--- config.mk ---
export PLATFORM = sky130hd
export DESIGN_NAME = fetch_sequencer
export DESIGN_NICKNAME = d
export VERILOG_FILES = /design/src/rtl/fetch_sequencer.sv
export SDC_FILE = /design/constraint.sdc
export NUM_CORES = 1
export LEC_CHECK = 0
export BUFFER_PORTS_ARGS = -buffer_cell sky130_fd_sc_hd__buf_2
export CAP_MARGIN = 20
export CORE_MARGIN = 4
export CORE_UTILIZATION = 25
export CTS_CLUSTER_DIAMETER = 80
export DETAILED_ROUTE_END_ITERATION = 12
export PLACE_DENSITY = 0.47
export REMOVE_ABC_BUFFERS = 1
export SETUP_SLACK_MARGIN = 0.02
export SKIP_CTS_REPAIR_TIMING = 1
export SYNTH_ARGS = -nofsm -noshare
export SYNTH_HDL_FRONTEND = slang
export SYNTH_SLANG_ARGS = --single-unit
--- constraint.sdc ---
create_clock -name clk -period 2.48 [get_ports clk]
set_input_delay 0.496 -clock clk [delete_from_list [all_inputs] [get_ports clk]]
set_output_delay 0.496 -clock clk [all_outputs]
set_load 0.005 [all_outputs]
--- src/rtl/fetch_sequencer.sv ---
`default_nettype none
// ============================================================================
// Module   : fetch_sequencer
// Brief    : Fetch-stage sequencer. Owns the PC, issues one outstanding
//            instruction-memory request at a time, holds each fetched word
//            until decode accepts it, and applies branch/jump redirects,
//            including a redirect that arrives while a fetch is in flight.
// Revision : 1.0 - initial release
// ----------------------------------------------------------------------------
// Ports:
//   clk            in   1   system clock, rising edge
//   rst            in   1   synchronous active-high reset
//   imem_req       out  1   fetch request (held until imem_ack)
//   imem_addr      out  32  fetch address (current PC)
//   imem_ack       in   1   one-cycle response pulse, imem_rdata valid with it
//   imem_rdata     in   32  fetched instruction word
//   inst_valid     out  1   instruction available to decode
//   inst           out  32  fetched instruction
//   inst_pc        out  32  address of inst
//   inst_ready     in   1   decode accepts inst this cycle
//   redirect_valid in   1   one-cycle redirect request
//   redirect_pc    in   32  redirect target
//   perf_fetched   out  32  (FETCH_PERF_CNT_EN) accepted instructions
//   perf_squashed  out  32  (FETCH_PERF_CNT_EN) discarded/squashed fetches
//
// Build option: define FETCH_PERF_CNT_EN to add the two performance counters.
// ============================================================================
module fetch_sequencer #(
    parameter logic [31:0] RESET_PC = 32'h0000_0000,
    parameter logic [31:0] PC_STEP  = 32'd1
) (
    input  logic        clk,
    input  logic        rst,
    output logic        imem_req,
    output logic [31:0] imem_addr,
    input  logic        imem_ack,
    input  logic [31:0] imem_rdata,
    output logic        inst_valid,
    output logic [31:0] inst,
    output logic [31:0] inst_pc,
    input  logic        inst_ready,
    input  logic        redirect_valid,
    input  logic [31:0] redirect_pc
`ifdef FETCH_PERF_CNT_EN
    ,
    output logic [31:0] perf_fetched,
    output logic [31:0] perf_squashed
`endif
);

    typedef enum logic [1:0] {
        c_IDLE  = 2'd0,
        c_REQ   = 2'd1,
        c_VALID = 2'd2
    } state_t;

    state_t      r_state;
    state_t      w_state_nxt;
    logic [31:0] r_pc;
    logic [31:0] w_pc_nxt;
    logic        r_pend;
    logic        w_pend_nxt;
    logic [31:0] r_pend_pc;
    logic [31:0] w_pend_pc_nxt;
    logic [31:0] r_inst;
    logic [31:0] w_inst_nxt;
    logic [31:0] r_inst_pc;
    logic [31:0] w_inst_pc_nxt;
    logic        r_inst_valid;
    logic        w_inst_valid_nxt;

    // ------------------------------------------------------------------------
    // State register
    // ------------------------------------------------------------------------
    always_ff @(posedge clk) begin
        if (rst) begin
            r_state      <= c_IDLE;
            r_pc         <= RESET_PC;
            r_pend       <= 1'b0;
            r_pend_pc    <= 32'd0;
            r_inst       <= 32'd0;
            r_inst_pc    <= 32'd0;
            r_inst_valid <= 1'b0;
        end else begin
            r_state      <= w_state_nxt;
            r_pc         <= w_pc_nxt;
            r_pend       <= w_pend_nxt;
            r_pend_pc    <= w_pend_pc_nxt;
            r_inst       <= w_inst_nxt;
            r_inst_pc    <= w_inst_pc_nxt;
            r_inst_valid <= w_inst_valid_nxt;
        end
    end

    // ------------------------------------------------------------------------
    // Next-state logic
    // ------------------------------------------------------------------------
    always_comb begin
        w_state_nxt      = r_state;
        w_pc_nxt         = r_pc;
        w_pend_nxt       = r_pend;
        w_pend_pc_nxt    = r_pend_pc;
        w_inst_nxt       = r_inst;
        w_inst_pc_nxt    = r_inst_pc;
        w_inst_valid_nxt = r_inst_valid;

        case (r_state)
            c_IDLE: begin
                // Acks seen here belong to a request from before reset.
                if (redirect_valid) begin
                    w_pc_nxt = redirect_pc;
                end
                w_state_nxt = c_REQ;
            end

            c_REQ: begin
                if (imem_ack) begin
                    if (redirect_valid) begin
                        // A same-cycle redirect is newer than any pending one.
                        w_pc_nxt   = redirect_pc;
                        w_pend_nxt = 1'b0;
                    end else if (r_pend) begin
                        w_pc_nxt   = r_pend_pc;
                        w_pend_nxt = 1'b0;
                    end else begin
                        w_inst_nxt       = imem_rdata;
                        w_inst_pc_nxt    = r_pc;
                        w_inst_valid_nxt = 1'b1;
                        w_pc_nxt         = r_pc + PC_STEP;
                        w_state_nxt      = c_VALID;
                    end
                end else if (redirect_valid) begin
                    // The request cannot be withdrawn, so remember the
                    // target and drop the response when it arrives.
                    w_pend_nxt    = 1'b1;
                    w_pend_pc_nxt = redirect_pc;
                end
            end

            c_VALID: begin
                if (redirect_valid) begin
                    w_inst_valid_nxt = 1'b0;
                    w_pc_nxt         = redirect_pc;
                    w_state_nxt      = c_REQ;
                end else if (inst_ready) begin
                    w_inst_valid_nxt = 1'b0;
                    w_state_nxt      = c_REQ;
                end
            end

            default: begin
                w_state_nxt = c_IDLE;
            end
        endcase
    end

    assign imem_req   = (r_state == c_REQ);
    assign imem_addr  = r_pc;
    assign inst_valid = r_inst_valid;
    assign inst       = r_inst;
    assign inst_pc    = r_inst_pc;

    // ------------------------------------------------------------------------
    // Performance counters
    // ------------------------------------------------------------------------
`ifdef FETCH_PERF_CNT_EN
    logic        w_fetch_hs;
    logic        w_squash;
    logic [31:0] r_perf_fetched;
    logic [31:0] r_perf_squashed;

    assign w_fetch_hs = r_inst_valid && inst_ready && !redirect_valid;
    assign w_squash   = ((r_state == c_REQ) && imem_ack && (redirect_valid || r_pend))
                     || ((r_state == c_VALID) && redirect_valid);

    always_ff @(posedge clk) begin
        if (rst) begin
            r_perf_fetched  <= 32'd0;
            r_perf_squashed <= 32'd0;
        end else begin
            if (w_fetch_hs) begin
                r_perf_fetched <= r_perf_fetched + 32'd1;
            end
            if (w_squash) begin
                r_perf_squashed <= r_perf_squashed + 32'd1;
            end
        end
    end

    assign perf_fetched  = r_perf_fetched;
    assign perf_squashed = r_perf_squashed;
`else
    // Counters compiled out; no perf ports or registers exist.
`endif

endmodule
`default_nettype wire

==> flow_metrics.py <==
metrics = {
    "floorplan": {
        "fp.dieH_um": 162,
        "start_util_pct": 25.3,
        "die_area_um2": 26200,
        "die_w_um": 162,
        "ios": 167,
        "core_um2": 23400,
        "rows": 56,
    },
    "global_routing": {
        "grt_pass1_vias": 5802,
        "grt_antenna_before_repair": 0,
        "grt_pass1_wl_um": 32700,
        "grt_max_degree": 53,
        "track_usage_pct": 15.6,
        "grt-ovfl-total": 0,
    },
    "hold_path": {
        "min_path_cells": 3,
        "hp-start": "imem_rdata[5]",
        "hp-class": "input pin to register",
        "whs_endpoint": "inst[5]",
    },
    "clock_network": {
        "clock_sinks": 132,
        "worstSkewPairLatency_ps": 430,
        "clk_path_buf_depth": 2,
        "clock-root-buffer": "clkbuf_16",
        "ctsHtreeMaxLevel": 4,
        "numCtsBuffers": 17,
        "tritoncts": "built",
        "path_clk_slew_ps": 60,
    },
    "drt": {
        "dr_wl_met3_um": 1120,
        "wl_per_cell_um": 15.8,
        "drt_iter0_drc": 388,
        "wl_um": 20500,
        "vias": 6054,
        "top_layer_used": "met4",
        "vias_per_cell": 4.69,
        "drt-met1-wl_um": 9780,
        "drc": 0,
        "drt_pass1_iterations": 6,
        "antenna_left": 0,
        "met2_length_um": 9390,
    },
    "logic_synthesis": {
        "synth_edf_count": 0,
        "synth_cell_types": 52,
        "synth_top_area_share_pct": 44.6,
        "synth_area_um2": 5920,
        "yosysTopAreaCell": "dfxtp_1",
        "ys_seq_elements": 132,
        "yosysSeqAreaShare_pct": 44.6,
        "synth_top_cells_by_area": "dfxtp_1 (45%), nand2_1 (15%), a21oi_1 (12%)",
        "netlist_instances": 796,
        "postSynthAreaPerCell_um2": 7.44,
        "ys.flop_type": "dfxtp_1",
        "ys_warn_count": 0,
        "ys_async_sr_fraction_pct": 0,
    },
    "sta": {
        "fin_ws_ps": 229,
        "fin_hold_ws_ps": 305,
        "maxSlewViolCount": 0,
        "fin_tns_setup_ps": 0,
        "fin_crit_ps": 2250,
        "relSlewSlack_pct": 48.9,
        "worst_slew_pin_slew_ps": 767,
        "rsz0062_at_grt": "no",
        "setup_viol": 0,
        "skew_ps": 11.9,
        "layout_worst_path_cycle_share_pct": 90.8,
        "fmax_ghz": 0.444,
        "finalHoldViolCount": 0,
    },
    "pwr": {
        "peakVddDrop_uv": 370,
        "powerDensity_nw_per_um2": 703,
        "finalPower_mw": 5.54,
        "p_leak_nw": 3.14,
    },
    "final_layout": {
        "nets": 1029,
        "antenna_cells": 0,
        "area_growth_pct": 33.1,
        "drive_above_1_share_pct": 25.6,
        "final_util_pct": 33.7,
    },
    "flow_run": {
        "maxCapViolations": 0,
    },
    "worst_setup_path": {
        "endpoint_kind": "register",
        "worstReg2RegStart": "imem_addr[1]",
        "path_class": "register to register",
        "cp_max_fo": 7,
        "worst_setup_path_start_kind": "register",
        "rr_worst_depth": 6,
        "worstPathRequired_ps": 2830,
        "arrival_ps": 2600,
        "r2r-end": "imem_addr[28]",
        "r2r_slack_ps": 230,
    },
    "place": {
        "dp_hpwl_um": 14100,
        "place_worst_setup_slack_ps": 248,
        "port_buffers": 166,
        "globalplace.congestion": 0.767,
    },
    "outcome": {
        "status": "finished clean",
    },
}
[Yosys cell counts, types with 5 or more instances]
master,n
nand2_1,238
a21oi_1,138
dfxtp_1,132
clkbuf_1,56
nor2_1,26
o21ai_0,24
nand3_1,22
inv_1,12
nor3_1,11
a211oi_1,10
o211ai_1,9
a221oi_1,7
and3_1,7
nand4_1,7
nor4_1,7
nand3b_1,6
xnor2_1,6
xor2_1,6
or4_1,5
[cell usage in the layout (no fill, tap or decap), types with 9 or more instances in the layout]
cell type  Yosys  routed
a211oi_1      10      10
a21oi_1      138     138
buf_2          2     165
buf_4          0      40
clkbuf_16      0      17
dfxtp_1      132     132
inv_1         12      12
nand2_1      238     238
nand3_1       22      21
nor2_1        26      25
nor3_1        11      10
o211ai_1       9       9
o21ai_0       24      24
[kinds of logic after synthesis]
| logic type | after synthesis | synth area share [%] |
|---|---|---|
| buffers and inverters | 76 | 4.92 |
| AND/OR/NAND/NOR | 356 | 26.8 |
| XOR/XNOR | 12 | 1.78 |
| multiplexers | 4 | 0.676 |
| flip-flops | 132 | 44.6 |
| AO/OA/AOI/OAI | 215 | 20.9 |
| adder cells (fa/ha/maj) | 1 | 0.211 |
[state kept, by name (all words and copies together), names as in the netlist]
register / cells
r_pend: 1
r_pend_pc: 32
imem_addr: 32
inst_valid: 1
inst: 32
r_state: 2
inst_pc: 32
[per-layer routing]
metal  up-vias  global-route usage, %
met5         -                      0
met4         0                   3.11
met3        16                   3.78
met2       169                   25.0
met1      2795                   21.5
li1       3074                      -
[metrics by stage]
| stage | cell area, um^2 | instances |
|---|---|---|
| 2_1_floorplan | 5670 | 732 |
| 4_1_cts | 7880 | 1291 |
| 6_report | 7880 | 1291 |
| 3_5_place_dp | 7280 | 1259 |
| 3_3_place_gp | 7280 | 1259 |
| 5_1_grt | 7880 | 1291 |
[worst max-delay path by stage]
stage / startpoint / endpoint / depth (start not counted)
after CTS: imem_addr[1] / imem_addr[28] / 6
after floorplan: r_pend / inst[0] / 3
final: imem_addr[1] / imem_addr[28] / 6
after detailed placement: imem_addr[1] / imem_addr[28] / 6
after global placement: imem_addr[1] / imem_addr[28] / 6
after global routing: imem_addr[1] / imem_addr[28] / 6
[critical path: stages (launching register included)]
cell     delay (ps)
dfxtp_1         420
ha_1            240
nand3_1         110
or3_4           380
or3_4           370
or4_1           480
a31oi_1         180
[power by group]
part | internal (mW) | switching, mW | total, mW
sequential | 2.21 | 0.0797 | 2.29
combinational | 0.279 | 0.409 | 0.688
clock | 1.56 | 0.999 | 2.56
total | 4.05 | 1.49 | 5.54
[area by class of cell]
cell class | count | area [um^2]
Fill cell | 2566 | 15500
Sequential cell | 132 | 2640
Timing Repair Buffer | 208 | 1190
Multi-Input combinational cell | 588 | 3010
Clock inverter | 11 | 125
Clock buffer | 21 | 470
Tap cell | 319 | 399
Inverter | 12 | 45.0
Power figures use the tool's default switching activity.
